===== src/rtl/lsu_pkg.sv =====
// Shared types and constants for the memory stage: pipeline payload structs,
// LSU state encoding and access-size codes.
package lsu_pkg;

    localparam int XLEN = 32;

    localparam logic [1:0] SZ_B = 2'b00;
    localparam logic [1:0] SZ_H = 2'b01;
    localparam logic [1:0] SZ_W = 2'b10;
    localparam logic [1:0] SZ_D = 2'b11;

    typedef enum logic [1:0] {
        IDLE,
        BUS,
        RESP
    } lsu_state_e;

    typedef struct packed {
        logic [2:0]      funct3;
        logic            mm_re;
        logic            mm_we;
        logic [XLEN-1:0] mm_addr;
        logic [4:0]      rd_addr;
        logic [XLEN-1:0] data;
    } memory_signals;

    typedef struct packed {
        logic [4:0]      rd_addr;
        logic [XLEN-1:0] data;
    } writeback_signals;

endpackage


===== src/rtl/lsu_mem_align.sv =====
// Combinational lane logic: store data replication and byte enables,
// access legality/alignment check, and load lane extract with extension.
module lsu_mem_align
    import lsu_pkg::*;
#(
    parameter  int XLEN  = lsu_pkg::XLEN,
    localparam int BE_W  = XLEN / 8,
    localparam int OFF_W = $clog2(BE_W)
) (
    input  logic [2:0]       req_funct3,
    input  logic [OFF_W-1:0] req_off,
    input  logic [XLEN-1:0]  req_data,
    output logic [XLEN-1:0]  req_wdata,
    output logic [BE_W-1:0]  req_be,
    output logic             req_bad,
    input  logic [2:0]       rsp_funct3,
    input  logic [OFF_W-1:0] rsp_off,
    input  logic [XLEN-1:0]  rsp_rdata,
    output logic [XLEN-1:0]  rsp_data
);

    // Widest legal unsigned-capable size is one below the native word.
    localparam logic [1:0] TOP_SZ = (XLEN == 64) ? SZ_D : SZ_W;

    logic [BE_W-1:0] size_mask;
    logic [XLEN-1:0] shifted;

    always_comb begin
        // NOTE: every output gets a default first so no path leaves it unassigned (no latch).
        size_mask = '0;
        req_wdata = '0;
        req_bad   = 1'b0;
        unique case (req_funct3[1:0])
            SZ_B: begin
                size_mask = BE_W'(1);
                req_wdata = {BE_W{req_data[7:0]}};
            end
            SZ_H: begin
                size_mask = BE_W'(3);
                req_wdata = {(BE_W/2){req_data[15:0]}};
                req_bad   = req_off[0];
            end
            SZ_W: begin
                size_mask = BE_W'(15);
                req_wdata = {(BE_W/4){req_data[31:0]}};
                req_bad   = |req_off[1:0];
            end
            default: begin
                if (XLEN == 64) begin
                    size_mask = '1;
                    req_wdata = req_data;
                    req_bad   = |req_off;
                end else begin
                    req_bad   = 1'b1;
                end
            end
        endcase
        if (req_funct3[2] && (req_funct3[1:0] >= TOP_SZ))
            req_bad = 1'b1;
        req_be = size_mask << req_off;
    end

    assign shifted = rsp_rdata >> {rsp_off, 3'b000};

    always_comb begin
        rsp_data = shifted;
        unique case (rsp_funct3[1:0])
            SZ_B: rsp_data = rsp_funct3[2] ? XLEN'(shifted[7:0])
                                           : XLEN'($signed(shifted[7:0]));
            SZ_H: rsp_data = rsp_funct3[2] ? XLEN'(shifted[15:0])
                                           : XLEN'($signed(shifted[15:0]));
            SZ_W: rsp_data = rsp_funct3[2] ? XLEN'(shifted[31:0])
                                           : XLEN'($signed(shifted[31:0]));
            default: rsp_data = shifted;
        endcase
    end

endmodule


===== src/rtl/lsu.sv =====
// Memory stage: passes ALU results through, runs one byte/half/word bus
// access at a time over req/ack, and returns writeback data under valid/ready.
module lsu
    import lsu_pkg::*;
#(
    parameter  int XLEN = lsu_pkg::XLEN,
    localparam int BE_W = XLEN / 8
) (
    input  logic             clk,
    input  logic             rst_n,
    input  logic             in_valid,
    input  memory_signals    signals_in,
    output logic             in_ready,
    output logic             out_valid,
    input  logic             out_ready,
    output writeback_signals signals_out,
    output logic             misaligned,
    output logic             mem_req,
    output logic             mem_we,
    output logic [XLEN-1:0]  mem_addr,
    output logic [XLEN-1:0]  mem_wdata,
    output logic [BE_W-1:0]  mem_be,
    input  logic [XLEN-1:0]  mem_rdata,
    input  logic             mem_ack
);

    localparam int OFF_W = $clog2(BE_W);

    lsu_state_e       state;
    logic [4:0]       rsp_rd;
    logic [2:0]       rsp_funct3;
    logic [OFF_W-1:0] rsp_off;

    logic             accept;
    logic             is_mem;
    logic             bad_access;
    logic             align_bad;
    logic [XLEN-1:0]  st_wdata;
    logic [BE_W-1:0]  st_be;
    logic [XLEN-1:0]  ld_data;

    assign in_ready   = (state == IDLE) && (!out_valid || out_ready);
    assign accept     = in_valid && in_ready;
    assign is_mem     = signals_in.mm_re || signals_in.mm_we;
    // Stores have no extension, so an "unsigned" store code is illegal too.
    assign bad_access = align_bad || (signals_in.mm_we && signals_in.funct3[2]);

    lsu_mem_align #(.XLEN(XLEN)) u_align (
        .req_funct3 (signals_in.funct3),
        .req_off    (signals_in.mm_addr[OFF_W-1:0]),
        .req_data   (signals_in.data),
        .req_wdata  (st_wdata),
        .req_be     (st_be),
        .req_bad    (align_bad),
        .rsp_funct3 (rsp_funct3),
        .rsp_off    (rsp_off),
        .rsp_rdata  (mem_rdata),
        .rsp_data   (ld_data)
    );

    // NOTE: all state here uses non-blocking assignments so every register samples pre-edge values.
    always_ff @(posedge clk) begin
        if (!rst_n) begin
            state       <= IDLE;
            out_valid   <= 1'b0;
            misaligned  <= 1'b0;
            signals_out <= '0;
            mem_req     <= 1'b0;
            mem_we      <= 1'b0;
            mem_addr    <= '0;
            mem_wdata   <= '0;
            mem_be      <= '0;
            rsp_rd      <= '0;
            rsp_funct3  <= '0;
            rsp_off     <= '0;
        end else begin
            unique case (state)
                IDLE: begin
                    if (out_valid && out_ready) begin
                        out_valid  <= 1'b0;
                        misaligned <= 1'b0;
                    end
                    if (accept) begin
                        if (!is_mem) begin
                            out_valid   <= 1'b1;
                            misaligned  <= 1'b0;
                            signals_out <= '{rd_addr: signals_in.rd_addr, data: signals_in.data};
                        end else if (bad_access) begin
                            out_valid   <= 1'b1;
                            misaligned  <= 1'b1;
                            signals_out <= '0;
                        end else begin
                            state      <= BUS;
                            mem_req    <= 1'b1;
                            mem_we     <= signals_in.mm_we;
                            mem_addr   <= {signals_in.mm_addr[XLEN-1:OFF_W], {OFF_W{1'b0}}};
                            mem_wdata  <= st_wdata;
                            mem_be     <= st_be;
                            rsp_rd     <= signals_in.mm_we ? 5'd0 : signals_in.rd_addr;
                            rsp_funct3 <= signals_in.funct3;
                            rsp_off    <= signals_in.mm_addr[OFF_W-1:0];
                        end
                    end
                end
                BUS: begin
                    if (mem_ack) begin
                        state       <= RESP;
                        mem_req     <= 1'b0;
                        out_valid   <= 1'b1;
                        misaligned  <= 1'b0;
                        signals_out <= '{rd_addr: rsp_rd, data: mem_we ? '0 : ld_data};
                    end
                end
                RESP: begin
                    if (out_ready) begin
                        state     <= IDLE;
                        out_valid <= 1'b0;
                    end
                end
                default: state <= IDLE;
            endcase
        end
    end

endmodule

===== config.mk =====
export PLATFORM = sky130hd
export DESIGN_NAME = lsu
export DESIGN_NICKNAME = d
export VERILOG_FILES = /design/src/rtl/lsu_pkg.sv /design/src/rtl/lsu_mem_align.sv /design/src/rtl/lsu.sv
export SDC_FILE = /design/constraint.sdc
export NUM_CORES = 1
export LEC_CHECK = 0
export ABC_AREA = 0
export CORE_MARGIN = 8
export CORE_UTILIZATION = 50
export CTS_BUF_LIST = sky130_fd_sc_hd__clkbuf_2 sky130_fd_sc_hd__clkbuf_4 sky130_fd_sc_hd__clkbuf_8
export CTS_CLUSTER_SIZE = 20
export DETAILED_ROUTE_END_ITERATION = 8
export DONT_BUFFER_PORTS = 1
export HOLD_SLACK_MARGIN = 0.15
export MAX_ROUTING_LAYER = met4
export SETUP_SLACK_MARGIN = 0.15
export SYNTH_ARGS = -nofsm -noshare
export SYNTH_HDL_FRONTEND = slang
export SYNTH_SLANG_ARGS = --single-unit

===== constraint.sdc =====
create_clock -name clk -period 2.9 [get_ports clk]
set_input_delay 0.58 -clock clk [delete_from_list [all_inputs] [get_ports clk]]
set_output_delay 0.58 -clock clk [all_outputs]
set_load 0.05 [all_outputs]

==> flow_results.org, run 1 <==
** Synth
- Sequential cells were found to cover roughly two fifths of the synthesized design area.
- The synthesized netlist contains 55 unique library cells.
- Averaged over all synthesized cells, the footprint is approximately 8.6 µm².
- In this run, synthesis produced a sequential element count of roughly 120.
- Primary flip-flop cell chosen by synthesis mapping :: dfxtp_1
- Cell count after synthesis :: about 700
- During synthesis, Yosys emitted a total of 0 warnings.
- The cell area that synthesis handed to floorplanning was a little under 6000 µm².
- For this run, asynchronously set or reset flops after synthesis account for 0%.
- Number of enable-type register cells in the synthesized netlist :: 0

** Power and ir drop
- Sw Share :: 34.01%
- Switching power summed over all nets :: 0.001517 W
- Cell internal pwr :: roughly 0.003 W
- Per report_power, the combinational group accounts for between 10% and 20% of the total.
- In this run the power density over the cells is 702.8 nW/µm².
- Max VDD drop :: between 0.6 and 0.7 mV
- Clock Power Share :: around 37%
- Sequential cells burn 50.9% of the power.
- Static Leak :: 2.275 nW

** Timing
- RSZ-0062 raised after global routing :: false
- Clock Skew :: about 0.01 ns
- Min Tclk post-route :: between 2 and 2.5 ns
- Final Hold Vio Count :: 0
- The worst pin sits at a relative slew slack of between 50 and 60%.
- Share of the clock period used by the worst path :: between 80% and 90%
- Setup violations remaining at the end of the flow were counted as 0.
- The number of slew-limit violations in the final report came to 0.
- For the pin with the worst max-slew slack, the measured transition is ~0.69 ns.
- Aggregate negative setup slack :: 0 ns
- Achievable clock frequency :: between 400 and 500 MHz

** Global route
- Global routing finished with a remaining overflow of 0.
- The number of global-route vias before repair is between 5000 and 6000.
- Entering global routing, the biggest net connects roughly 120 pins.
- The number of antenna violations at the first check in global routing was 0.
- The first global-routing pass estimated 28770 µm of wire.
- Global routing used roughly a quarter of the available tracks.

** Floorplan
- Area of the core region :: 11470 µm²
- Die area :: 15470 µm²
- Initial core utilization :: between 50 and 60%
- I/O Pins :: 221
- Measured along the y axis, the die boundary spans 124.4 µm.
- The die is 124.4 µm wide.
- Number of core rows :: 39

** Cells and area
- The area growth from synthesis to layout is 8.009%.
- Filler Cells Inserted :: between 1000 and 1500
- The net count of the finished layout is around 800.
- Share of final-layout standard cells stronger than drive strength 1 :: a little over a tenth
- The sequential cells in the finished layout cover a total of approximately 2400 µm².
- Final core utilization :: 55.33%
- Inserted Diodes :: 0
- Area occupied by multi-input gates :: between 3000 and 4000 µm²

** Critical path
- The worst register-to-register path begins at state[1].
- Tracing the worst setup path back leads to its startpoint at state[1].
- Category of the worst setup path capture point :: flip-flop
- Critical path start-end classification :: flip-flop to flip-flop
- Data arrival time of the critical path :: approximately 2.7 ns
- Of all nets on the critical path, the largest fanout is 11.
- The worst setup path is launched from a flip-flop.
- At the worst endpoint, the required time is between 3 and 4 ns.

** Clock network
- Setup repair bufs after CTS :: 0
- Count of clock tree sinks :: roughly 120
- For this design, the CTS-stage hold fixing added 0 buffers.
- The clock passes through at most 2 buffers.
- H-tree Lvls :: 4
- CTS clock-pin slew for the worst setup and hold paths :: about 0.070 ns
- The tree is rooted in a clkbuf_8.
- TritonCTS built the clock tree.
- Clock latency on the worst-skew pair, taken at its later pin, is approximately 0.44 ns.
- Counting the buffers created by CTS gives 17.
- Gates resized during post-CTS repair numbered 0.

** Route
- The first routing iteration left around 380 violations.
- The count of nets left with antenna violations once routing finished came out at 0.
- The routed layout has about 5200 vias.
- Routed wire length :: 18740 µm
- DRC violations left :: 0
- Vias per std cell :: 6.309
- The first detailed-routing pass ran for 6 iterations.
- Dividing the detail-routed wire length by the instance count gives 22.88 µm.

** Job
- Count of maximum capacitance violations :: 0

** Hold path
- The startpoint identified for the worst hold timing path is rst_n.
- The min-delay analysis places its worst path in the category primary input to flip-flop.

** Placed design
- Detailed placer's ending HPWL :: about 14000 µm
- The count of buffers added on input and output ports is 0.
- Routability-driven placement finished with a final weighted congestion of roughly 0.9.

** Run status
- The flow ran to the end, and the final reports show no timing, DRC or antenna violations.
[power groups by stage]
stage | registers (W) | logic (W) | clock network (W)
floorplan | 0.00226 | 0.000479 | 0
global placement | 0.00231 | 0.000535 | 0
detailed placement | 0.00231 | 0.000550 | 0
CTS | 0.00228 | 0.000552 | 0.00166
global route | 0.00229 | 0.000615 | 0.00175
finish | 0.00227 | 0.000554 | 0.00163
[final cells by class]
type | instances | area share [%]
tap | 143 | 2.820
multi-input combinational | 495 | 49.36
clock buffer | 22 | 4.674
clock inverter | 10 | 2.248
timing repair buffer | 20 | 2.761
inverter | 10 | 0.5916
sequential | 119 | 37.55
[cells in the final DEF, fill, tap and decap left out, drive strengths merged, types with 11 or more instances in the layout]
cell | netlist | final
nand2 | 133 | 133
dfxtp | 119 | 119
a21boi | 76 | 76
o21ai | 37 | 37
a21oi | 24 | 24
nand3 | 24 | 24
clkbuf | 19 | 22
a22oi | 21 | 21
buf | 44 | 20
nor2 | 17 | 17
a31oi | 17 | 17
a22o | 16 | 16
mux2i | 15 | 15
o211a | 14 | 14
mux2 | 13 | 13
a221oi | 11 | 11
nor3 | 11 | 11
[through the flow]
step	total power [W]	std cells	cell area [µm²]	hold slack, ns	worst slack [ns]
global route	0.004649	819	6345	0.2446	0.3991
global placement	0.002846	787	5906	0.4515	0.6203
floorplan	0.002743	687	5878	0.4412	0.8494
CTS	0.004492	819	6345	0.2383	0.5717
finish	0.004459	819	6345	0.2710	0.5696
detailed placement	0.002863	787	5906	0.4614	0.5622
[cell families after synthesis]
family | after synthesis | synth area share (%)
flip-flops | 119 | 40.55
buffers and inverters | 73 | 6.326
other | 1 | 0.06384
AND/OR/NAND/NOR | 223 | 17.15
multiplexers | 29 | 5.431
AO/OA/AOI/OAI | 233 | 28.78
adder cells (fa/ha/maj) | 8 | 1.704
[critical path: stages (launching register included)]
cell and delay (ns):
dfxtp_1 0.34, inv_1 0.08, ha_1 0.27, or3b_1 0.62, nor2_1 0.50, a22oi_1 0.22
a31oi_1 0.21
[sequential cells by signal, summed over array words and instances, names as in the netlist]
signal and cells:
rsp_funct3 3, signals_out 37, mem_we 1, state 2, mem_wdata 32, mem_req 1, rsp_off 2, rsp_rd 5
out_valid 1, mem_be 4, mem_addr 30, misaligned 1
[metal layers]
layer	wire [µm]	vias to the layer above	GRT usage, %
met5	0	-	-
met4	554	0	10.28
li1	-	2420	-
met2	9130	252	38.19
met1	6857	2448	25.45
met3	2196	47	10.34
[synthesized netlist by cell type (all sizes together) (2+ instances only)]
cell type  count  area, µm²
nor2          17      66.32
a221oi        11      96.34
mux2          13      146.4
a21oi         24      120.1
or2            4      25.03
inv            9      33.78
nand2b         3      26.27
clkbuf        19      71.32
nand3b         7      52.55
a22oi         21      157.7
or3           10      62.56
nor3          11      60.06
a31oi         17      121.4
a21boi        76      570.6
dfxtp        119       2382
o21ai         37      188.9
o211a         14      140.1
nand3         24      120.1
o22ai          2      12.51
ha             8      100.1
mux2i         15      150.1
a222oi         8      80.08
nor2b          7      43.79
nand2        133      499.2
buf           44      262.8
a22o          16      140.1
[final timing paths]
check | to | slack, ns | cells past startpoint
worst min register to register | rsp_rd[2] | 0.47 | 2
worst max-delay path | signals_out[20] | 0.57 | 6
worst max register to register | signals_out[20] | 0.57 | 6
worst min-delay path | misaligned | 0.27 | 1
(Power assumes the default switching activity.)
==> inputs of run 2 (changes only) <==
- PLACE_DENSITY: unset -> 0.68
- clock period: 2.9 -> 1.95 ns (I/O delays scaled with it)
==> flow_results.org, run 2 (same netlist as run 1, synthesis figures left out) <==
** Run status
- Status :: complete, but fails checks
- Violated checks :: setup timing

** Cells and area
- Counting flops per register, the top entry is signals_out.
- Number of flip-flops in the largest register :: 37 (unchanged)
- The non-filler instance count after layout was 897 (+9.5%).
- The final cell area excluding filler cells came to 7471 µm² (+18%).
- The number of diodes came to 0 (unchanged).
- The final net count is 860 (+10%).
- Largest registers ranked by flip-flop count :: signals_out x37, mem_wdata x32, mem_addr x30
- Most common library cell in the layout ignoring fill and taps :: nand2_1
- The top cell types in the final layout, fill and taps aside, are 133 x nand2_1, 115 x dfxtp_1, 49 x a21boi_0.
- Share of final-layout standard cells stronger than drive strength 1 :: 18.70% (+7.8 points)
- The area growth from synthesis to layout is 27.18%.

** Global route
- Wire length of the first global-routing pass :: 31760 µm (+10%)
- Vias in the first global route :: 5515 (+8.8%)
- The total congestion overflow was 0 (unchanged).
- Pin count of the biggest net entering global routing :: 122 (unchanged)
- Initial antenna violation count :: 0 (unchanged)
- The total track usage came to 26.23% (+2.3 points).

** Route
- The count of nets left with antenna violations after detail routing is 0 (unchanged).
- The via density per instance is 6.302 (-0.11%).
- The wire length reported by the detailed router is 21450 µm (+14%).
- Via total after detailed routing :: 5653 (+9.4%)
- The routed wire length per instance was 23.91 µm (+4.5%).
- Detailed Route Iter0 Violations :: 708 (+87%)
- The first-pass detailed-route iteration total came to 7 (+1).
- The total DRC errors in the routed layout was 0 (unchanged).

** Timing
- The worst clock skew was 0.01565 ns (+0.005697 ns).
- Relative slew slack :: 58.23% (+4.6 points)
- The number of slew-limit violations in the final report is 0 (unchanged).
- Achievable clock frequency :: 500.3 MHz (+17%)
- Setup repair after global routing could not meet its margin everywhere.
- Min Tclk post-route :: 1.999 ns (-0.3317 ns)
- The count of endpoints failing setup in the final report is 1 (+1).
- Post-route setup slack :: -0.04869 ns (-0.6183 ns)
- Share of the clock period used by the worst path :: 102.5% (+22 points)
- The final hold violation count came to 0 (unchanged).
- Tightest Pin Transition :: 0.6257 ns (-0.06828 ns)

** Clock network
- In this run the clock root is driven by a clkbuf_8.
- Count of clock tree sinks :: 119 (unchanged)
- Clk_lat worst skew :: 0.45 ns (about the same)
- CTS clock-pin slew for the worst setup and hold paths :: 0.07 ns (about the same)
- The number of buffers on the longest clock path was 2 (unchanged).
- The number of H-tree levels came to 4 (unchanged).
- Cts bufs inserted :: 17 (unchanged)
- TritonCTS built the clock tree.

** Power and ir drop
- The switching power total is 0.002441 W (+61%).
- The portion of total power attributed to combinational logic came to 17.6% (+5.2 points).
- The peak supply drop came to 0.7102 mV (+16%).
- Sequential power share :: 45.6% (-5.3 points)
- The power after layout was 0.007395 W (+66%).
- Clock Power Share :: 36.8% (about the same)
- Ratio of total power to cell area :: 989.8 nW/µm² (+41%)
- Sw Share :: 33.01% (-1.0 points)
- Cell internal pwr :: 0.004953 W (+68%)
- Static Leak :: 2.775 nW (+22%)

** Placed design
- Placer's final routability congestion estimate :: 0.9400 (+2.5%)
- Worst setup slack before clock tree synthesis :: -0.1538 ns (-0.7160 ns)
- The number of cells in the design after placement was 803 (+2.0%).
- Cell area reported after detailed placement :: 6067 µm² (+2.7%)
- Detailed placer's ending HPWL :: 14450 µm (+3.9%)
- The number of I/O port buffers is 0 (unchanged).

** Floorplan
- The vertical extent of the die is 124.4 µm (unchanged).
- Die W :: 124.4 µm (unchanged)
- The area of the placeable core came to 11470 µm² (unchanged).
- The top-level I/O count is 221 (unchanged).
- The number of placement rows was 39 (unchanged).
- The floorplan die area is 15470 µm² (unchanged).
- Initial core utilization :: 51.23% (unchanged)

** Critical path
- STA classifies the critical path endpoint as a flip-flop.
- The signal arrival time at the worst endpoint was 2.35 ns (-0.33 ns).
- Required time of the critical path :: 2.30 ns (-0.95 ns)
- The maximum fanout count along the critical path is 7 (-4).
- The worst setup path is of the flip-flop to flip-flop kind.
- Setup crit start kind :: flip-flop

** Hold path
- Type of the tightest min-delay check :: primary input to flip-flop

** Job
- Count of maximum capacitance violations :: 0 (unchanged)
-- run 2: cell count changes in the layout (fill, tap and decap cells not counted), moves of 6 or more --
cell	change
dlygate4sd3_1	+44
buf_4	+12
a21boi_0	-11
a21boi_1	+11
o21ai_2	+10
o21ai_0	-9
buf_6	+8
clkbuf_16	+6
-- run 2: final timing paths --
| check | start | endpoint | slack [ns] | cells past startpoint |
|---|---|---|---|---|
| setup / recovery | state[1] | signals_out[10] | -0.05 | 9 |
| hold / removal | rst_n | mem_addr[5] | 0.11 | 1 |
| setup reg to reg | state[1] | signals_out[10] | -0.05 | 9 |
| hold reg to reg | rsp_rd[1] | rsp_rd[1] | 0.47 | 2 |
-- run 2: repair_timing --
item	in CTS	in global routing
resized for setup	16	49
pin swaps	1	6
cloned	2	7
buffers inserted	6	3
setup endpoints to repair	94	117
hold buffers	43	1
hold endpoints to repair	119	116
-- run 2: final cells by class --
| cell class | count | area [µm²] |
|---|---|---|
| flip-flops and latches | 119 | 2390 |
| multi-input cells | 496 | 3272 |
| clock buffers | 22 | 296.5 |
| inverters | 10 | 45.04 |
| repair buffers | 97 | 1099 |
| well taps | 143 | 178.9 |
| clock inverters | 10 | 190.2 |
| fillers | 982 | 3996 |
-- run 2: critical path, cell delays in order, from the launching register on --
cell	delay, ns
dfxtp_2	0.35
inv_4	0.05
ha_4	0.17
nor2b_4	0.13
a2111o_1	0.39
a31oi_4	0.23
buf_6	0.17
clkbuf_16	0.16
o21ai_2	0.06
a21oi_1	0.20
-- run 2: routing by layer --
layer  vias to the layer above  global-route usage [%]  part of all wire (%)
met5                         -                       -                     0
met4                         0                   11.34                   3.3
met3                        58                   10.04                    11
met2                       315                   40.05                    46
met1                      2700                   30.11                    39
li1                       2580                       -                     -
-- run 2: per-stage QoR --
step	setup TNS [ns]	hold slack [ns]	util, %
2_1_floorplan	0	0.4412	-
4_1_cts	0	0.06200	62.36
6_report	-0.04869	0.1079	65.15
3_3_place_gp	-0.06985	0.4526	52.91
3_5_place_dp	-6.049	0.4562	52.91
5_1_grt	-0.6060	0.07383	65.15
-- run 2: power by group through the flow --
stage	sequential, W	combinational, W	clock (W)
after detailed placement	0.00342	0.000905	0
after global routing	0.00339	0.00140	0.00286
after floorplan	0.00337	0.000744	0
after CTS	0.00337	0.00108	0.00276
after global placement	0.00342	0.000875	0
final	0.00338	0.00130	0.00272
==> inputs of run 3 (changes only) <==
- HOLD_SLACK_MARGIN: 0.15 -> unset
==> flow_results.org, run 3 (same netlist as run 1, synthesis figures left out) <==
** Cells and area
- The number of flip-flops under the largest register name came to 37 (unchanged).
- The proportion of layout cells with a drive suffix above 1 came to 19.63% (+0.93 points).
- Inserted Diodes :: 0 (unchanged)
- Final instance area :: 7009 µm² (-6.2%)
- Final layout net count :: 814 (-5.3%)
- The library cell used most frequently in the layout, excluding fill and tap cells, is nand2_1.
- The register with the most flip-flops in the final layout is signals_out.
- Largest registers ranked by flip-flop count :: signals_out x37, mem_wdata x32, mem_addr x30
- Compared with the post-synthesis result, the final layout area differs by 19.32%.
- Leading cell types in the layout, fill and taps excluded :: 133 x nand2_1, 115 x dfxtp_1, 53 x a21boi_0

** Critical path
- WP depth :: 9 (unchanged)
- Cell-by-cell listing of the critical path :: inv_4 -> ha_4 -> nor2b_4 -> a2111o_1 -> a31oi_4 -> buf_6 -> clkbuf_16 -> o21ai_2 -> a21oi_1
- The maximum fanout count along the critical path is 7 (unchanged).
- Among cell families on the critical path, the largest total delay comes from compound AO/OA/AOI/OAI gates.
- The required time of the critical path is 2.31 ns (about the same).
- Data arrival time of the critical path :: 2.32 ns (-0.03 ns)
- Sum of buffers and inverters on the critical path :: 3 (unchanged)
- The biggest cell delay along the critical path was 0.39 ns (about the same).
- The worst setup path is launched from a flip-flop.
- Library cell contributing the largest single delay on the critical path :: a2111o_1
- Critical path start-end classification :: flip-flop to flip-flop
- Category of the worst setup path capture point :: flip-flop
- Depth of the worst register-to-register path :: 9 (unchanged)

** Route
- DRC violations left :: 0 (unchanged)
- Routed wire length :: 20540 µm (-4.2%)
- DRT Pass-1 Iters :: 6 (-1)
- DRT antenna net count :: 0 (unchanged)
- The DRC marker count from the first detailed-route iteration is 666 (-5.9%).
- Via total after detailed routing :: 5420 (-4.1%)
- The via density per instance is 6.369 (+1.1%).
- DR WL/cell :: 24.14 µm (+0.96%)

** Placed design
- Number of port buffers :: 0 (unchanged)
- The estimated wirelength of the detail-placed design was 14450 µm (unchanged).
- Cell area reported after detailed placement :: 6067 µm² (unchanged)
- Worst setup slack before clock tree synthesis :: -0.1538 ns (unchanged)
- Placer's final routability congestion estimate :: 0.9400 (unchanged)

** Power and ir drop
- Max VDD drop :: 0.7103 mV (about the same)
- Static Leak :: 2.578 nW (-7.1%)
- The power per cell area is 1044 nW/µm² (+5.5%).
- Total Power Consumption :: 0.007318 W (-1.0%)

** Job
- The max capacitance violation total is 0 (unchanged).

** Floorplan
- Initial core utilization :: 51.23% (unchanged)
- The top-level I/O count was 221 (unchanged).
- Area of the core region :: 11470 µm² (unchanged)
- Number of core rows :: 39 (unchanged)
- The die span in x was 124.4 µm (unchanged).
- The vertical extent of the die was 124.4 µm (unchanged).
- The floorplan die area is 15470 µm² (unchanged).

** Timing
- Share of the clock period used by the worst path :: 100.8% (-1.7 points)
- Min Tclk post-route :: 1.965 ns (-0.03332 ns)
- The worst clock skew is 0.01977 ns (+0.004122 ns).
- Final setup violating endpoints :: 1 (unchanged)
- Post-route setup slack :: -0.01537 ns (+0.03332 ns)
- The accumulated negative setup slack is -0.01537 ns (+0.03332 ns).
- RSZ-0062 raised after global routing :: true
- Achievable clock frequency :: 508.8 MHz (+1.7%)
- Relative slew slack :: 57.73% (-0.50 points)
- Final slew viol count :: 0 (unchanged)
- Tightest Pin Transition :: 0.6332 ns (+0.007515 ns)
- Final Hold Vio Count :: 0 (unchanged)

** Clock network
- The count of hold-fix buffers inserted at cts came to 0 (-100%).
- Buffer depth of the longest clock path :: 2 (unchanged)
- CTS clock-pin slew for the worst setup and hold paths :: 0.07 ns (about the same)
- CTS tree :: built
- The number of H-tree levels is 4 (unchanged).
- Count of clock tree sinks :: 119 (unchanged)
- The clock latency at the later pin of the worst-skew pair came to 0.45 ns (about the same).
- Cts bufs inserted :: 17 (unchanged)
- The root buffer cell chosen for the clock tree is clkbuf_8.

** Run status
- The flow ran to the end, but the final reports show violations.
- The final reports fail on setup timing.

** Global route
- The total track usage was 25.35% (-0.88 points).
- The met1 track utilization from global routing is 29.11% (-1.0 points).
- Initial antenna violation count :: 0 (unchanged)
- Vias in the first global route :: 5310 (-3.7%)
- The global-route wire length before repair came to 30630 µm (-3.6%).
- M2 GR Usage :: 38.16% (-1.9 points)
- Busiest metal layer after global routing :: met2
- Total gr overflow :: 0 (unchanged)
- Met3 Track Usage GR :: 10.17% (+0.13 points)
- Pin count of the biggest net entering global routing :: 122 (unchanged)

** Hold path
- The min-delay analysis places its worst path in the category primary input to flip-flop.
- The hold path depth was 2 (+1).
run 3: cell types whose count changed in the layout (fill, tap and decap cells not counted), sizes merged:
cell | before | now
buf | 47 | 46
clkbuf | 28 | 27
dlygate4sd3 | 44 | 0
run 3: stage by stage:
stage / hold slack, ns / instances / utilization (%)
after floorplan: 0.4412 / 687 / -
after global placement: 0.4526 / 803 / 52.91
after detailed placement: 0.4562 / 803 / 52.91
after CTS: 0.05320 / 843 / 58.60
after global routing: 0.06273 / 851 / 61.12
final: 0.07463 / 851 / 61.12
run 3: path summary, 6_finish.rpt:
| kind | from | end | slack, ns |
|---|---|---|---|
| max | state[1] | signals_out[10] | -0.02 |
| min | signals_in[56] | mem_addr[19] | 0.07 |
| max reg2reg | state[1] | signals_out[10] | -0.02 |
| min reg2reg | rsp_rd[1] | rsp_rd[1] | 0.47 |
run 3: final cells by class:
cell class                      count  area, µm²
Tap cell                          143      178.9
Timing Repair Buffer               51      630.6
Fill cell                        1024       4458
Clock inverter                     10      190.2
Clock buffer                       22      296.5
Inverter                           10      45.04
Sequential cell                   119       2390
Multi-Input combinational cell    496       3278
run 3: worst register-to-register path, stage by stage (launching register included):
cell and delay [ns]:
dfxtp_2 0.35, inv_4 0.05, ha_4 0.17, nor2b_4 0.13, a2111o_1 0.39, a31oi_4 0.23
buf_6 0.17, clkbuf_16 0.16, o21ai_2 0.06, a21oi_1 0.18
run 3: routing by layer:
metal  wire length (µm)  vias up  share of wire, %
li1                   -     2487                 -
met1               8042     2586                39
met2               9409      292                46
met3               2407       55                12
met4                685        0               3.3
met5                  0        -                 0
run 3: power by group:
part / internal, W / leakage, nW / total (W) / switching [W]
combinational: 0.000591 / 1.36 / 0.00121 / 0.000619
sequential: 0.00262 / 0.971 / 0.00337 / 0.000758
clock: 0.00168 / 0.247 / 0.00273 / 0.00105
run 3: what timing repair did:
| item | CTS | global route |
|---|---|---|
| pin swaps | 1 | 5 |
| setup endpoints to repair | 94 | 117 |
| gates cloned | 2 | 6 |
| gates resized for setup | 16 | 49 |
| buffers inserted | 6 | 2 |
